$ cat src/rtl/ea_calc_pkg.sv
// Shared definitions for the KS-10 effective-address calculator:
// state encodings, instruction field positions, EA width and decode helpers.
package ea_calc_pkg;

  localparam int EA_W  = 18;
  localparam int I_BIT = 13;
  localparam int X_MSB = 14;
  localparam int X_LSB = 17;
  localparam int Y_MSB = 18;
  localparam int Y_LSB = 35;

  typedef logic [0:35]         word_t;
  typedef logic [18:35]        ea_t;
  typedef logic [X_MSB:X_LSB]  xnum_t;

  typedef enum logic [1:0] {
    S_IDLE  = 2'd0,
    S_INDEX = 2'd1,
    S_INDIR = 2'd2,
    S_DONE  = 2'd3
  } state_t;

  function automatic logic f_ind(input word_t w);
    return w[I_BIT];
  endfunction

  function automatic xnum_t f_x(input word_t w);
    return w[X_MSB:X_LSB];
  endfunction

  function automatic ea_t f_y(input word_t w);
    return w[Y_MSB:Y_LSB];
  endfunction

  // Branch taken after a word's I/X/Y fields are known; a pending interrupt
  // diverts what would have been an indirect fetch straight to DONE.
  function automatic state_t branch(input logic ind, input xnum_t x, input logic irq);
    if (x != 4'd0)
      return S_INDEX;
    else if (ind && !irq)
      return S_INDIR;
    else
      return S_DONE;
  endfunction

  function automatic logic diverts(input logic ind, input xnum_t x, input logic irq);
    return ind && (x == 4'd0) && irq;
  endfunction

endpackage

$ cat src/rtl/ea_calc_if.sv
// Bus bundle between the EA calculator (master) and its CPU surroundings
// (slave): start/instruction word, index-register and memory handshakes, status.
interface ea_calc_if;
  import ea_calc_pkg::*;

  logic   start;
  word_t  dbus;
  logic   xreg_req;
  xnum_t  xreg_num;
  logic   xreg_ack;
  word_t  xreg_data;
  logic   mem_req;
  ea_t    mem_addr;
  logic   mem_ack;
  logic   mem_nxm;
  word_t  mem_data;
  logic   intr;
  logic   busy;
  logic   done;
  ea_t    ea;
  logic   ea_err;
  logic   ea_intr;

  modport master (
    input  start, dbus, xreg_ack, xreg_data, mem_ack, mem_nxm, mem_data, intr,
    output xreg_req, xreg_num, mem_req, mem_addr, busy, done, ea, ea_err, ea_intr
  );

  modport slave (
    output start, dbus, xreg_ack, xreg_data, mem_ack, mem_nxm, mem_data, intr,
    input  xreg_req, xreg_num, mem_req, mem_addr, busy, done, ea, ea_err, ea_intr
  );

endinterface

$ cat src/rtl/ea_calc.sv
// PDP-10 section-zero effective-address calculator (index add + indirect chain).
// Optional interrupt abort of indirect chains is enabled by KS10_EA_INTR_EN.
module ea_calc
  import ea_calc_pkg::*;
(
  input  logic     clk,
  input  logic     rst,
  input  logic     clken,
  ea_calc_if.master bus
);

  state_t state, state_nxt;
  ea_t    ea_q, ea_nxt;
  logic   ind_q, ind_nxt;
  xnum_t  x_q, x_nxt;
  logic   err_q, err_nxt;
  logic   intr_q, intr_nxt;
  logic   irq;
  logic   unused_bits;

`ifdef KS10_EA_INTR_EN
  assign irq = bus.intr;
  assign unused_bits = ^{bus.xreg_data[0:17], bus.mem_data[0:12], bus.dbus[0:12]};
`else
  assign irq = 1'b0;
  assign unused_bits = ^{bus.xreg_data[0:17], bus.mem_data[0:12], bus.dbus[0:12], bus.intr};
`endif

  always_ff @(posedge clk or posedge rst) begin
    if (rst)
      state <= S_IDLE;
    else
      state <= state_nxt;
  end

  always_ff @(posedge clk or posedge rst) begin
    if (rst) begin
      ea_q   <= '0;
      ind_q  <= 1'b0;
      x_q    <= '0;
      err_q  <= 1'b0;
      intr_q <= 1'b0;
    end else begin
      ea_q   <= ea_nxt;
      ind_q  <= ind_nxt;
      x_q    <= x_nxt;
      err_q  <= err_nxt;
      intr_q <= intr_nxt;
    end
  end

  // With clken low everything holds, so every transition is gated by it here.
  always_comb begin
    state_nxt = state;
    ea_nxt    = ea_q;
    ind_nxt   = ind_q;
    x_nxt     = x_q;
    err_nxt   = err_q;
    intr_nxt  = intr_q;
    if (clken) begin
      case (state)
        S_IDLE: begin
          if (bus.start) begin
            ind_nxt   = f_ind(bus.dbus);
            x_nxt     = f_x(bus.dbus);
            ea_nxt    = f_y(bus.dbus);
            err_nxt   = 1'b0;
            intr_nxt  = diverts(f_ind(bus.dbus), f_x(bus.dbus), irq);
            state_nxt = branch(f_ind(bus.dbus), f_x(bus.dbus), irq);
          end
        end
        S_INDEX: begin
          if (bus.xreg_ack) begin
            ea_nxt    = ea_q + f_y(bus.xreg_data);
            intr_nxt  = diverts(ind_q, 4'd0, irq);
            state_nxt = branch(ind_q, 4'd0, irq);
          end
        end
        S_INDIR: begin
          if (bus.mem_ack) begin
            if (bus.mem_nxm) begin
              err_nxt   = 1'b1;
              state_nxt = S_DONE;
            end else begin
              ind_nxt   = f_ind(bus.mem_data);
              x_nxt     = f_x(bus.mem_data);
              ea_nxt    = f_y(bus.mem_data);
              intr_nxt  = diverts(f_ind(bus.mem_data), f_x(bus.mem_data), irq);
              state_nxt = branch(f_ind(bus.mem_data), f_x(bus.mem_data), irq);
            end
          end
        end
        S_DONE: begin
          state_nxt = S_IDLE;
        end
        default: begin
          state_nxt = S_IDLE;
        end
      endcase
    end
  end

  // done is qualified by clken so a stalled DONE state still yields one pulse.
  assign bus.xreg_req = (state == S_INDEX);
  assign bus.xreg_num = x_q;
  assign bus.mem_req  = (state == S_INDIR);
  assign bus.mem_addr = ea_q;
  assign bus.busy     = (state != S_IDLE);
  assign bus.done     = (state == S_DONE) && clken;
  assign bus.ea       = ea_q;
  assign bus.ea_err   = err_q;
  assign bus.ea_intr  = intr_q;

endmodule
$ cat src/flat_wrapper.sv
// flat-port wrapper written by rule: the top's interface ports become plain ports
module ea_calc_flat import ea_calc_pkg::*;
  (clk, rst, clken, bus_start, bus_dbus, bus_xreg_ack, bus_xreg_data, bus_mem_ack, bus_mem_nxm, bus_mem_data, bus_intr, bus_xreg_req, bus_xreg_num, bus_mem_req, bus_mem_addr, bus_busy, bus_done, bus_ea, bus_ea_err, bus_ea_intr);
  ea_calc_if bus_i ();
  input  logic clk;
  input  logic rst;
  input  logic clken;
  input wire logic [$bits(bus_i.start)-1:0] bus_start;
  input wire logic [$bits(bus_i.dbus)-1:0] bus_dbus;
  input wire logic [$bits(bus_i.xreg_ack)-1:0] bus_xreg_ack;
  input wire logic [$bits(bus_i.xreg_data)-1:0] bus_xreg_data;
  input wire logic [$bits(bus_i.mem_ack)-1:0] bus_mem_ack;
  input wire logic [$bits(bus_i.mem_nxm)-1:0] bus_mem_nxm;
  input wire logic [$bits(bus_i.mem_data)-1:0] bus_mem_data;
  input wire logic [$bits(bus_i.intr)-1:0] bus_intr;
  output wire logic [$bits(bus_i.xreg_req)-1:0] bus_xreg_req;
  output wire logic [$bits(bus_i.xreg_num)-1:0] bus_xreg_num;
  output wire logic [$bits(bus_i.mem_req)-1:0] bus_mem_req;
  output wire logic [$bits(bus_i.mem_addr)-1:0] bus_mem_addr;
  output wire logic [$bits(bus_i.busy)-1:0] bus_busy;
  output wire logic [$bits(bus_i.done)-1:0] bus_done;
  output wire logic [$bits(bus_i.ea)-1:0] bus_ea;
  output wire logic [$bits(bus_i.ea_err)-1:0] bus_ea_err;
  output wire logic [$bits(bus_i.ea_intr)-1:0] bus_ea_intr;
  assign bus_i.start = bus_start;
  assign bus_i.dbus = bus_dbus;
  assign bus_i.xreg_ack = bus_xreg_ack;
  assign bus_i.xreg_data = bus_xreg_data;
  assign bus_i.mem_ack = bus_mem_ack;
  assign bus_i.mem_nxm = bus_mem_nxm;
  assign bus_i.mem_data = bus_mem_data;
  assign bus_i.intr = bus_intr;
  assign bus_xreg_req = bus_i.xreg_req;
  assign bus_xreg_num = bus_i.xreg_num;
  assign bus_mem_req = bus_i.mem_req;
  assign bus_mem_addr = bus_i.mem_addr;
  assign bus_busy = bus_i.busy;
  assign bus_done = bus_i.done;
  assign bus_ea = bus_i.ea;
  assign bus_ea_err = bus_i.ea_err;
  assign bus_ea_intr = bus_i.ea_intr;
  ea_calc u_core (.clk(clk), .rst(rst), .clken(clken), .bus(bus_i));
endmodule
$ cat config.mk
export PLATFORM = sky130hd
export DESIGN_NAME = ea_calc_flat
export DESIGN_NICKNAME = d
export VERILOG_FILES = /design/src/rtl/ea_calc_pkg.sv /design/src/rtl/ea_calc_if.sv /design/src/rtl/ea_calc.sv /design/src/flat_wrapper.sv
export SDC_FILE = /design/constraint.sdc
export NUM_CORES = 1
export LEC_CHECK = 0
export ABC_AREA = 1
export BUFFER_PORTS_ARGS = -buffer_cell sky130_fd_sc_hd__buf_2
export CORE_MARGIN = 3
export CORE_UTILIZATION = 45
export CTS_CLUSTER_SIZE = 12
export DETAILED_ROUTE_END_ITERATION = 7
export PLACE_DENSITY = 0.82
export SYNTH_ARGS = -nofsm -noshare
export SYNTH_HDL_FRONTEND = slang
export SYNTH_SLANG_ARGS = --single-unit
$ cat constraint.sdc
create_clock -name clk -period 4.75 [get_ports clk]
set_input_delay 0 -clock clk [delete_from_list [all_inputs] [get_ports clk]]
set_output_delay 0 -clock clk [all_outputs]
set_load 0.05 [all_outputs]
==> impl_metrics.tcl <==
set metrics [dict create \
    status "complete, but fails checks" \
    violations "negative hold slack" \
    gp_congestion 0.912 \
    cts_tree "yes" \
    die-area_sq_um 6970 \
    finalCritPeriodShare_pct 65.2 \
    slew_headroom_pct 27.2 \
    max_freq_ghz 0.323 \
    dp.cells 576 \
    synth-compound-area-share_pct 16.8 \
    numCtsBuffers 3 \
    synthDistinctLibCells 35 \
    r2r_cells 8 \
    final_common_cell "nand2_1" \
    fin_skew_ps 9.34 \
    leakage_uw 0.00189 \
    synth_fa_ha_area_share_pct 10.9 \
    synth_seq_cells 26 \
    ios 162 \
    dp_hpwl_mm 5.87 \
    n_antenna_cell 0 \
    arrival_ps 3290 \
    num-fill-cells 560 \
    synth_xor_area_share_pct 0.973 \
    wl_per_cell_um 13.0 \
    totalWireLength_mm 7.71 \
    cts.sinks 26 \
    synth_mux_area_share_pct 0 \
    synth.avg_cell_area_sq_um 6.48 \
    grt_use_total_pct 22.0 \
    core_sq_um 5640 \
    cts_buffer_depth 2 \
    clockRootBuffer "clkbuf_8" \
    setup_tns_ps 0 \
    drcViolationCount 0 \
    initialDrtViolationCount 117 \
    required_ps 4950 \
    drv_cap 0 \
    num_vias 3024 \
    p_total_uw 2860 \
    synthArstFlopShare_pct 100 \
    synth_nets 556 \
    final_cells 595 \
    avgViaCountPerCell 5.08 \
    grt_pass1_vias 2906 \
    overflow 0 \
    final_nets 663 \
    grt_max_degree 31 \
    drive_above_1_share_pct 26.0 \
    antenna_left 0 \
    hold_ws_ps -28.3 \
    htree_levels 1 \
    antenna_found_initial 0 \
    die_x_um 83.5 \
    layout_common_cells "129 x nand2_1, 115 x buf_2, 47 x nor2_1" \
    crit_fanout 30 \
    yosys_warnings 0 \
    area_growth_pct 25.4 \
    hold_violations 26 \
    slew_viol_final 0 \
    dp_worst_setup_slack_ps 1710 \
    power_density_nw_per_um2 845 \
    portBuffers 115 \
    netlist_area_sq_um 2700 \
    chipHeight_um 83.5 \
    rows 27 \
    hp-class "input port to asynchronous set/reset pin" \
    synth_edf_count 0 \
    drtPass1Iterations 4 \
    syn_inst 417 \
    worst_pin_slew_ps 1090 \
    peakVddDrop_mv 0.536 \
    yosys.area_share.simple_pct 34.1 \
    setup_viol 0 \
    fin_ws_ps 1650 \
    rsz0062_at_grt "no" \
    end_kind "register" \
    cts_resized 0 \
    start_util_pct 47.9 \
    synth_top_family_by_area "simple AND/OR/NAND/NOR gates" \
    fin_crit_ps 3100 \
    ys_seq_area_share_pct 24.1 \
    ys.flop_type "dfrtp_1" \
    path_clk_slew_ps 110 \
    critical_path_class "register to register" \
    cp-start-kind "register" \
    grt_pass1_wl_mm 13.1 \
    insertion_delay_ps 280 \
]
-- Yosys cell counts (all sizes together) (2+ instances only) --
cell type	count	area share, %
a31oi	6	1.4
clkbuf	3	0.42
xnor2	2	0.65
o211ai	5	1.4
o21ai	28	5.7
or2	2	0.46
inv	37	5.3
ha	22	10
buf	26	7.3
nand2	131	18
nor2	49	7.4
nand3b	5	1.4
a21oi	38	7.2
nand3	24	4.6
nor3	6	1.1
dfrtp	26	24
-- what timing repair did --
action / 4_1_cts / 5_1_grt
endpoints found under the hold margin: 10 / 0
buffers inserted: 0 / 0
hold buffers: 15 / 0
setup endpoints to repair: 0 / 0
-- layer usage --
metal  global-route usage [%]  vias to the layer above  wire, um
met4                     4.09                        0        73
met3                     3.85                        8       584
met5                        0                        -         0
li1                         -                     1549         -
met2                     39.7                      104      3770
met1                     27.8                     1363      3280
-- flip-flops by register name (all words and copies together) (netlist names) --
register and count:
u_core.bus.ea 18, u_core.bus.ea_err 1, u_core.bus.xreg_num 4, u_core.ind_q 1, u_core.state 2
-- final timing paths --
kind	start	endpoint	slack, ps
setup reg to reg	u_core.state[1]	u_core.bus.ea[8]	1650
setup / recovery	u_core.state[1]	u_core.bus.ea[8]	1650
min in group clk	bus_mem_data[16]	u_core.bus.ea[16]	20
hold / removal	rst	u_core.bus.ea[17]	-30
max in group asynchronous	rst	u_core.bus.ea[1]	4110
hold reg to reg	u_core.bus.ea_err	u_core.bus.ea_err	540
-- stage by stage --
stage | util (%) | area (sq um)
2_1_floorplan | - | 2700
3_3_place_gp | 56.1 | 3170
3_5_place_dp | 56.1 | 3170
4_1_cts | 60.0 | 3390
5_1_grt | 60.0 | 3390
6_report | 60.0 | 3390
-- where the power goes --
| part | switching (uW) | internal [uW] |
|---|---|---|
| Sequential | 97.7 | 332 |
| Combinational | 1590 | 645 |
| Clock | 82.0 | 113 |
| Total | 1770 | 1090 |
-- cell type report --
| type | instances | area (sq um) | share of cell area [%] |
|---|---|---|---|
| clock buffer | 3 | 41.3 | 1.22 |
| timing repair buffer | 131 | 733 | 21.6 |
| inverter | 37 | 144 | 4.25 |
| clock inverter | 1 | 30.0 | 0.887 |
| sequential | 26 | 651 | 19.2 |
| multi-input combinational | 325 | 1700 | 50.1 |
| tap | 72 | 90.1 | 2.66 |
-- kinds of logic (layout without fill, tap and decap cells) --
kind of cell / count (synthesis) / count (layout)
other: 1 / 1
AO/OA/AOI/OAI: 80 / 80
buffers and inverters: 66 / 172
AND/OR/NAND/NOR: 218 / 218
flip-flops: 26 / 26
adder cells (fa/ha/maj): 23 / 23
XOR/XNOR: 3 / 3
-- worst max-delay path, cell delays in order (launching register included) --
cell	delay [ps]
dfrtp_1	430
inv_1	100
ha_1	770
inv_2	350
nand2_1	170
nand3_2	500
inv_2	340
o21ai_0	120
o21ai_0	230
Power figures use the tool's default switching activity.
